[src/rtl/pipelined_array_mult_if.sv]
// Operand/result port bundle for pipelined_array_mult.
// Both sides use valid/ready. A transfer happens on a rising edge where valid && ready are both 1.
// The source holds its payload stable while valid && !ready. Ready never depends on valid.
interface pipelined_array_mult_if #(
  parameter int WIDTH = 4
);
  logic               in_valid;
  logic               in_ready;
  logic [WIDTH-1:0]   in_m;
  logic [WIDTH-1:0]   in_q;
  logic               in_signed;
  logic               out_valid;
  logic               out_ready;
  logic [2*WIDTH-1:0] out_p;

  modport master (
    output in_valid, in_m, in_q, in_signed, out_ready,
    input  in_ready, out_valid, out_p
  );

  modport slave (
    input  in_valid, in_m, in_q, in_signed, out_ready,
    output in_ready, out_valid, out_p
  );
endinterface

[src/rtl/pipelined_array_mult.sv]
// WIDTH-stage pipelined array multiplier, unsigned or two's-complement per transaction.
// Stage k adds partial-product row k-1; the last stage is the output register.
module pipelined_array_mult #(
  parameter int WIDTH = 4
) (
  input  logic                  clk,
  input  logic                  rst,
  pipelined_array_mult_if.slave bus,
  output logic                  busy
);
  localparam int PW = 2 * WIDTH;

  logic [WIDTH-1:0] vld;
  logic [PW-1:0]    sum_r [WIDTH];
  // Operands only need to travel through the stages that still have rows to add.
  logic [WIDTH-1:0] m_r   [WIDTH-1];
  logic [WIDTH-1:0] q_r   [WIDTH-1];
  logic [WIDTH-2:0] sgn_r;
  logic             advance;

  function automatic logic [PW-1:0] pp_row(input logic [WIDTH-1:0] m,
                                           input logic             q_bit,
                                           input logic             s,
                                           input int               k);
    logic [PW-1:0] ext;
    logic [PW-1:0] row;
    ext = s ? {{WIDTH{m[WIDTH-1]}}, m} : {{WIDTH{1'b0}}, m};
    row = q_bit ? (ext << k) : '0;
    // The multiplier MSB carries negative weight in two's complement.
    if (s && (k == WIDTH - 1)) row = '0 - row;
    return row;
  endfunction

  assign advance       = !vld[WIDTH-1] || bus.out_ready;
  assign bus.in_ready  = advance;
  assign bus.out_valid = vld[WIDTH-1];
  assign bus.out_p     = sum_r[WIDTH-1];
  assign busy          = |vld;

  always_ff @(posedge clk or posedge rst) begin
    if (rst) begin
      vld   <= '0;
      sgn_r <= '0;
      for (int k = 0; k < WIDTH; k++) sum_r[k] <= '0;
      for (int k = 0; k < WIDTH - 1; k++) begin
        m_r[k] <= '0;
        q_r[k] <= '0;
      end
    end else if (advance) begin
      vld      <= {vld[WIDTH-2:0], bus.in_valid};
      sum_r[0] <= pp_row(bus.in_m, bus.in_q[0], bus.in_signed, 0);
      m_r[0]   <= bus.in_m;
      q_r[0]   <= bus.in_q;
      sgn_r[0] <= bus.in_signed;
      for (int k = 1; k < WIDTH; k++)
        sum_r[k] <= sum_r[k-1] + pp_row(m_r[k-1], q_r[k-1][k], sgn_r[k-1], k);
      for (int k = 1; k < WIDTH - 1; k++) begin
        m_r[k]   <= m_r[k-1];
        q_r[k]   <= q_r[k-1];
        sgn_r[k] <= sgn_r[k-1];
      end
    end
  end
endmodule

[src/flat_wrapper.sv]
// flat-port wrapper written by rule: the top's interface ports become plain ports
module pipelined_array_mult_flat 
#(
  parameter int WIDTH = 4
)
  (clk, rst, busy, bus_in_valid, bus_in_m, bus_in_q, bus_in_signed, bus_out_ready, bus_in_ready, bus_out_valid, bus_out_p);
  pipelined_array_mult_if #(.WIDTH(WIDTH)) bus_i ();
  input  logic clk;
  input  logic rst;
  output logic busy;
  input wire logic [$bits(bus_i.in_valid)-1:0] bus_in_valid;
  input wire logic [$bits(bus_i.in_m)-1:0] bus_in_m;
  input wire logic [$bits(bus_i.in_q)-1:0] bus_in_q;
  input wire logic [$bits(bus_i.in_signed)-1:0] bus_in_signed;
  input wire logic [$bits(bus_i.out_ready)-1:0] bus_out_ready;
  output wire logic [$bits(bus_i.in_ready)-1:0] bus_in_ready;
  output wire logic [$bits(bus_i.out_valid)-1:0] bus_out_valid;
  output wire logic [$bits(bus_i.out_p)-1:0] bus_out_p;
  assign bus_i.in_valid = bus_in_valid;
  assign bus_i.in_m = bus_in_m;
  assign bus_i.in_q = bus_in_q;
  assign bus_i.in_signed = bus_in_signed;
  assign bus_i.out_ready = bus_out_ready;
  assign bus_in_ready = bus_i.in_ready;
  assign bus_out_valid = bus_i.out_valid;
  assign bus_out_p = bus_i.out_p;
  pipelined_array_mult #(.WIDTH(WIDTH)) u_core (.clk(clk), .rst(rst), .bus(bus_i), .busy(busy));
endmodule
[config.mk]
export PLATFORM = sky130hd
export DESIGN_NAME = pipelined_array_mult_flat
export DESIGN_NICKNAME = d
export VERILOG_FILES = /design/src/rtl/pipelined_array_mult_if.sv /design/src/rtl/pipelined_array_mult.sv /design/src/flat_wrapper.sv
export SDC_FILE = /design/constraint.sdc
export NUM_CORES = 1
export LEC_CHECK = 0
export CELL_PAD_IN_SITES_DETAIL_PLACEMENT = 0
export CELL_PAD_IN_SITES_GLOBAL_PLACEMENT = 2
export CORE_MARGIN = 2
export CORE_UTILIZATION = 39
export DETAILED_ROUTE_END_ITERATION = 12
export DONT_BUFFER_PORTS = 1
export PLACE_DENSITY = 0.78
export SLEW_MARGIN = 20
export SYNTH_ARGS = -nofsm -noshare
export SYNTH_HDL_FRONTEND = slang
export SYNTH_SLANG_ARGS = --single-unit
[constraint.sdc]
create_clock -name clk -period 3.21 [get_ports clk]
set_input_delay 0.642 -clock clk [delete_from_list [all_inputs] [get_ports clk]]
set_output_delay 0.642 -clock clk [all_outputs]
set_load 0.005 [all_outputs]
==> impl_metrics.toml <==
[grt]
antenna_found_initial = 0
global_route.usage.total = 0.141
first_global_vias = 1857
grt_start_max_net_pins = 50
globalRouteOverflowTotal = 0
wire_length_of_the_first_global_routing_pass_mm = 8.57

[sta]
slew_headroom = 0.653
setup_viol_count_final = 0
maxClockFrequency_mhz = 382
post-route-min-period_ns = 2.62
timing_worst_slew_pin_value_ns = 0.519
tns_ns = 0
hold_viol = 0
maxSlewViolCount = 0
grt_setup_unrepaired = "no"
layout_worst_path_cycle_share = 0.815
finClkSkew_ns = 0.00580

[clock_network]
clock_tree.root_cell = "sky130_fd_sc_hd__clkbuf_8"
cts_buffers = 5
cts-root-to-sink-buffers = 2
tritoncts = "yes"
post_cts_setup_buffer_count = 0
cts_hold_repair.buffers = 0
tritoncts_num_sinks = 54
clkTransAtPathRegs_ns = 0.09
ctsHtreeMaxLevel = 2
clk_latency_worst_skew_pair_ns = 0.30
cts_repair_resize_count = 0

[floorplan]
core.rowCount = 30
width_of_the_die_um = 87.5
start_util = 0.402
die_h_um = 87.5
top_level_ports = 24
core_region_area_um2 = 6760
dieArea_um2 = 7650

[yosys]
postSynthCellCount = 298
post_synth_num_cell_types = 34
ys_ff_latch = 54
post_synth.cell_area_avg_um2 = 9.12
synth-warning-count = 0
yosysSeqAreaShare = 0.497
share_of_the_synthesized_area_in_the_top_cell_type = 0.497
synth-edff-count = 0
mapped_nets = 329
synth_top_area_cell = "sky130_fd_sc_hd__dfrtp_1"
async_reset_ff_frac = 1.00
synth.area.top_cells = "sky130_fd_sc_hd__dfrtp_1 (50%), sky130_fd_sc_hd__nand2_1 (16%), sky130_fd_sc_hd__ha_1 (6.9%)"
synth-main-ff-cell = "sky130_fd_sc_hd__dfrtp_1"
mappedNetlistArea_um2 = 2720

[power]
switching_share = 0.367
power_switching_uw = 960
pwr-share-seq = 0.452
static-leakage-power_nw = 1.51
power.internal_mw = 1.65
clkPwrFrac = 0.171
vdd_ir_drop_max_mv = 0.238
pwr_density_cell_nw_per_um2 = 915
combPwrFrac = 0.377

[route]
avgViaCountPerCell = 4.85
detail_route.wl_per_cell_um = 12.7
ant_nets = 0
drt_iter0_markers = 61
routed-via-count = 1794
totalWireLength_mm = 4.71
drt-pass1-iter-count = 4
remaining_drc_errors = 0

[hold_path]
classification_of_the_worst_slack_hold_path = "in2async"

[placement]
port-buffer-count = 0
dpl.cell_count = 362
place.gp.congestion = 0.717
placedInstanceArea_um2 = 2750
dp_hpwl_mm = 3.33

[worst_setup_path]
cp_data_required_time_ns = 3.40
critPathKind = "reg2reg"
cp_max_fo = 6
worst_ep_arrival_ns = 2.81
setup.worst_path.end_class = "register"
startpoint_type = "register"

[final_layout]
most_common_cell_after_layout_fill_and_taps_aside = "sky130_fd_sc_hd__nand2_1"
finalNonFillerCells = 370
final.fill_count = 706
final_cell_mix = "sky130_fd_sc_hd__nand2_1 (118), sky130_fd_sc_hd__dfrtp_1 (54), sky130_fd_sc_hd__ha_1 (15), sky130_fd_sc_hd__a21oi_1 (10), sky130_fd_sc_hd__o21ai_0 (8)"
post_route_cell_area_um2 = 2860
areaGrowthSynthToFinish_pct = 5.16
nets = 320
insertedDiodeCount = 0
fraction_of_layout_instances_using_a_drive_strength_above_1 = 0.0655

[job]
cap_violations = 0

[status]
status = "complete, no violations"
## path summary, 6_finish.rpt
check,end,from,cells past startpoint,slack [ns]
setup / recovery,u_core.bus.out_p[7]$_DFFE_PP0P_,u_core.q_r[3]$_DFFE_PP0P_,10,0.59
hold / removal,u_core.bus.out_p[5]$_DFFE_PP0P_,rst,1,0.25
setup reg to reg,u_core.bus.out_p[7]$_DFFE_PP0P_,u_core.q_r[3]$_DFFE_PP0P_,10,0.59
hold reg to reg,u_core.sum_r[8]$_DFFE_PP0P_,u_core.sum_r[8]$_DFFE_PP0P_,2,0.47
max in group asynchronous,u_core.m_r[2]$_DFFE_PP0P_,rst,2,2.18
min in group clk,u_core.sgn_r[0]$_DFFE_PP0P_,bus_in_signed,2,0.45
## logic make-up (layout without fill, tap and decap cells)
| kind of cell | count (synthesis) | count (layout) | share of synthesized area |
|---|---|---|---|
| compound gates | 33 | 33 | 0.0774 |
| xor+xnor | 11 | 11 | 0.0405 |
| fa+ha+maj | 18 | 18 | 0.0912 |
| buf+inv | 29 | 21 | 0.0520 |
| flops | 54 | 54 | 0.497 |
| mux | 1 | 1 | 0.00553 |
| simple gates | 152 | 152 | 0.236 |
## per-stage QoR
| step | utilization | hold WS (ns) | total power, mW | setup WS [ns] |
|---|---|---|---|---|
| finish | 0.423 | 0.250 | 2.61 | 0.593 |
| global placement | 0.406 | 0.449 | 2.19 | 0.705 |
| floorplan | - | 0.439 | 2.03 | 0.799 |
| global route | 0.423 | 0.281 | 2.89 | 0.434 |
| detailed placement | 0.406 | 0.456 | 2.21 | 0.617 |
| CTS | 0.423 | 0.258 | 2.68 | 0.588 |
## routing by layer
| metal | vias up | track usage | part of all wire | wire length, um |
|---|---|---|---|---|
| li1 | 932 | - | - | - |
| met1 | 839 | 0.182 | 0.48 | 2240 |
| met2 | 21 | 0.239 | 0.49 | 2310 |
| met3 | 2 | 0.0294 | 0.027 | 128 |
| met4 | 0 | 0.0378 | 0.0053 | 25 |
| met5 | - | 0 | 0 | 0 |
## power by group through the flow
| stage | combinational [mW] | sequential [mW] | clock [mW] |
|---|---|---|---|
| after CTS | 1.01 | 1.19 | 0.471 |
| after detailed placement | 1.00 | 1.20 | 0 |
| after global placement | 0.991 | 1.20 | 0 |
| after global routing | 1.17 | 1.23 | 0.489 |
| final | 0.985 | 1.18 | 0.447 |
| after floorplan | 0.906 | 1.13 | 0 |
## cells in the mapped netlist, types with 3 or more instances
cell type / n
sky130_fd_sc_hd__a21o_1: 7
sky130_fd_sc_hd__a21oi_1: 10
sky130_fd_sc_hd__and2_1: 7
sky130_fd_sc_hd__and3_1: 3
sky130_fd_sc_hd__buf_1: 4
sky130_fd_sc_hd__buf_4: 8
sky130_fd_sc_hd__clkbuf_1: 6
sky130_fd_sc_hd__dfrtp_1: 54
sky130_fd_sc_hd__fa_1: 3
sky130_fd_sc_hd__ha_1: 15
sky130_fd_sc_hd__inv_1: 9
sky130_fd_sc_hd__nand2_1: 118
sky130_fd_sc_hd__nand3_1: 4
sky130_fd_sc_hd__nor2_1: 7
sky130_fd_sc_hd__o21ai_0: 8
sky130_fd_sc_hd__xnor2_1: 4
sky130_fd_sc_hd__xor2_1: 6
## flip-flops by register name, indices dropped and copies added, names as in the netlist
| name | cells |
|---|---|
| u_core.sum_r | 21 |
| u_core.q_r | 6 |
| u_core.m_r | 12 |
| u_core.bus.out_p | 8 |
| u_core.vld | 4 |
| u_core.sgn_r | 3 |
## critical path, cell delays in order, from the launching register on
cell,delay (ns)
sky130_fd_sc_hd__dfrtp_1,0.45
sky130_fd_sc_hd__and2_2,0.19
sky130_fd_sc_hd__inv_1,0.04
sky130_fd_sc_hd__ha_1,0.28
sky130_fd_sc_hd__nand2_1,0.05
sky130_fd_sc_hd__o21ai_0,0.14
sky130_fd_sc_hd__fa_1,0.47
sky130_fd_sc_hd__a21o_1,0.20
sky130_fd_sc_hd__a21oi_1,0.19
sky130_fd_sc_hd__xnor3_1,0.24
sky130_fd_sc_hd__mux2_4,0.26
## layout make-up
type / instances / area [um^2] / area share
clock buffers: 6 / 72.6 / 0.0254
clock inverters: 2 / 37.5 / 0.0131
inverters: 9 / 33.8 / 0.0118
multi-input cells: 215 / 1230 / 0.431
flip-flops and latches: 54 / 1350 / 0.473
well taps: 80 / 100 / 0.0350
repair buffers: 4 / 30.0 / 0.0105
(Power assumes the default switching activity.)
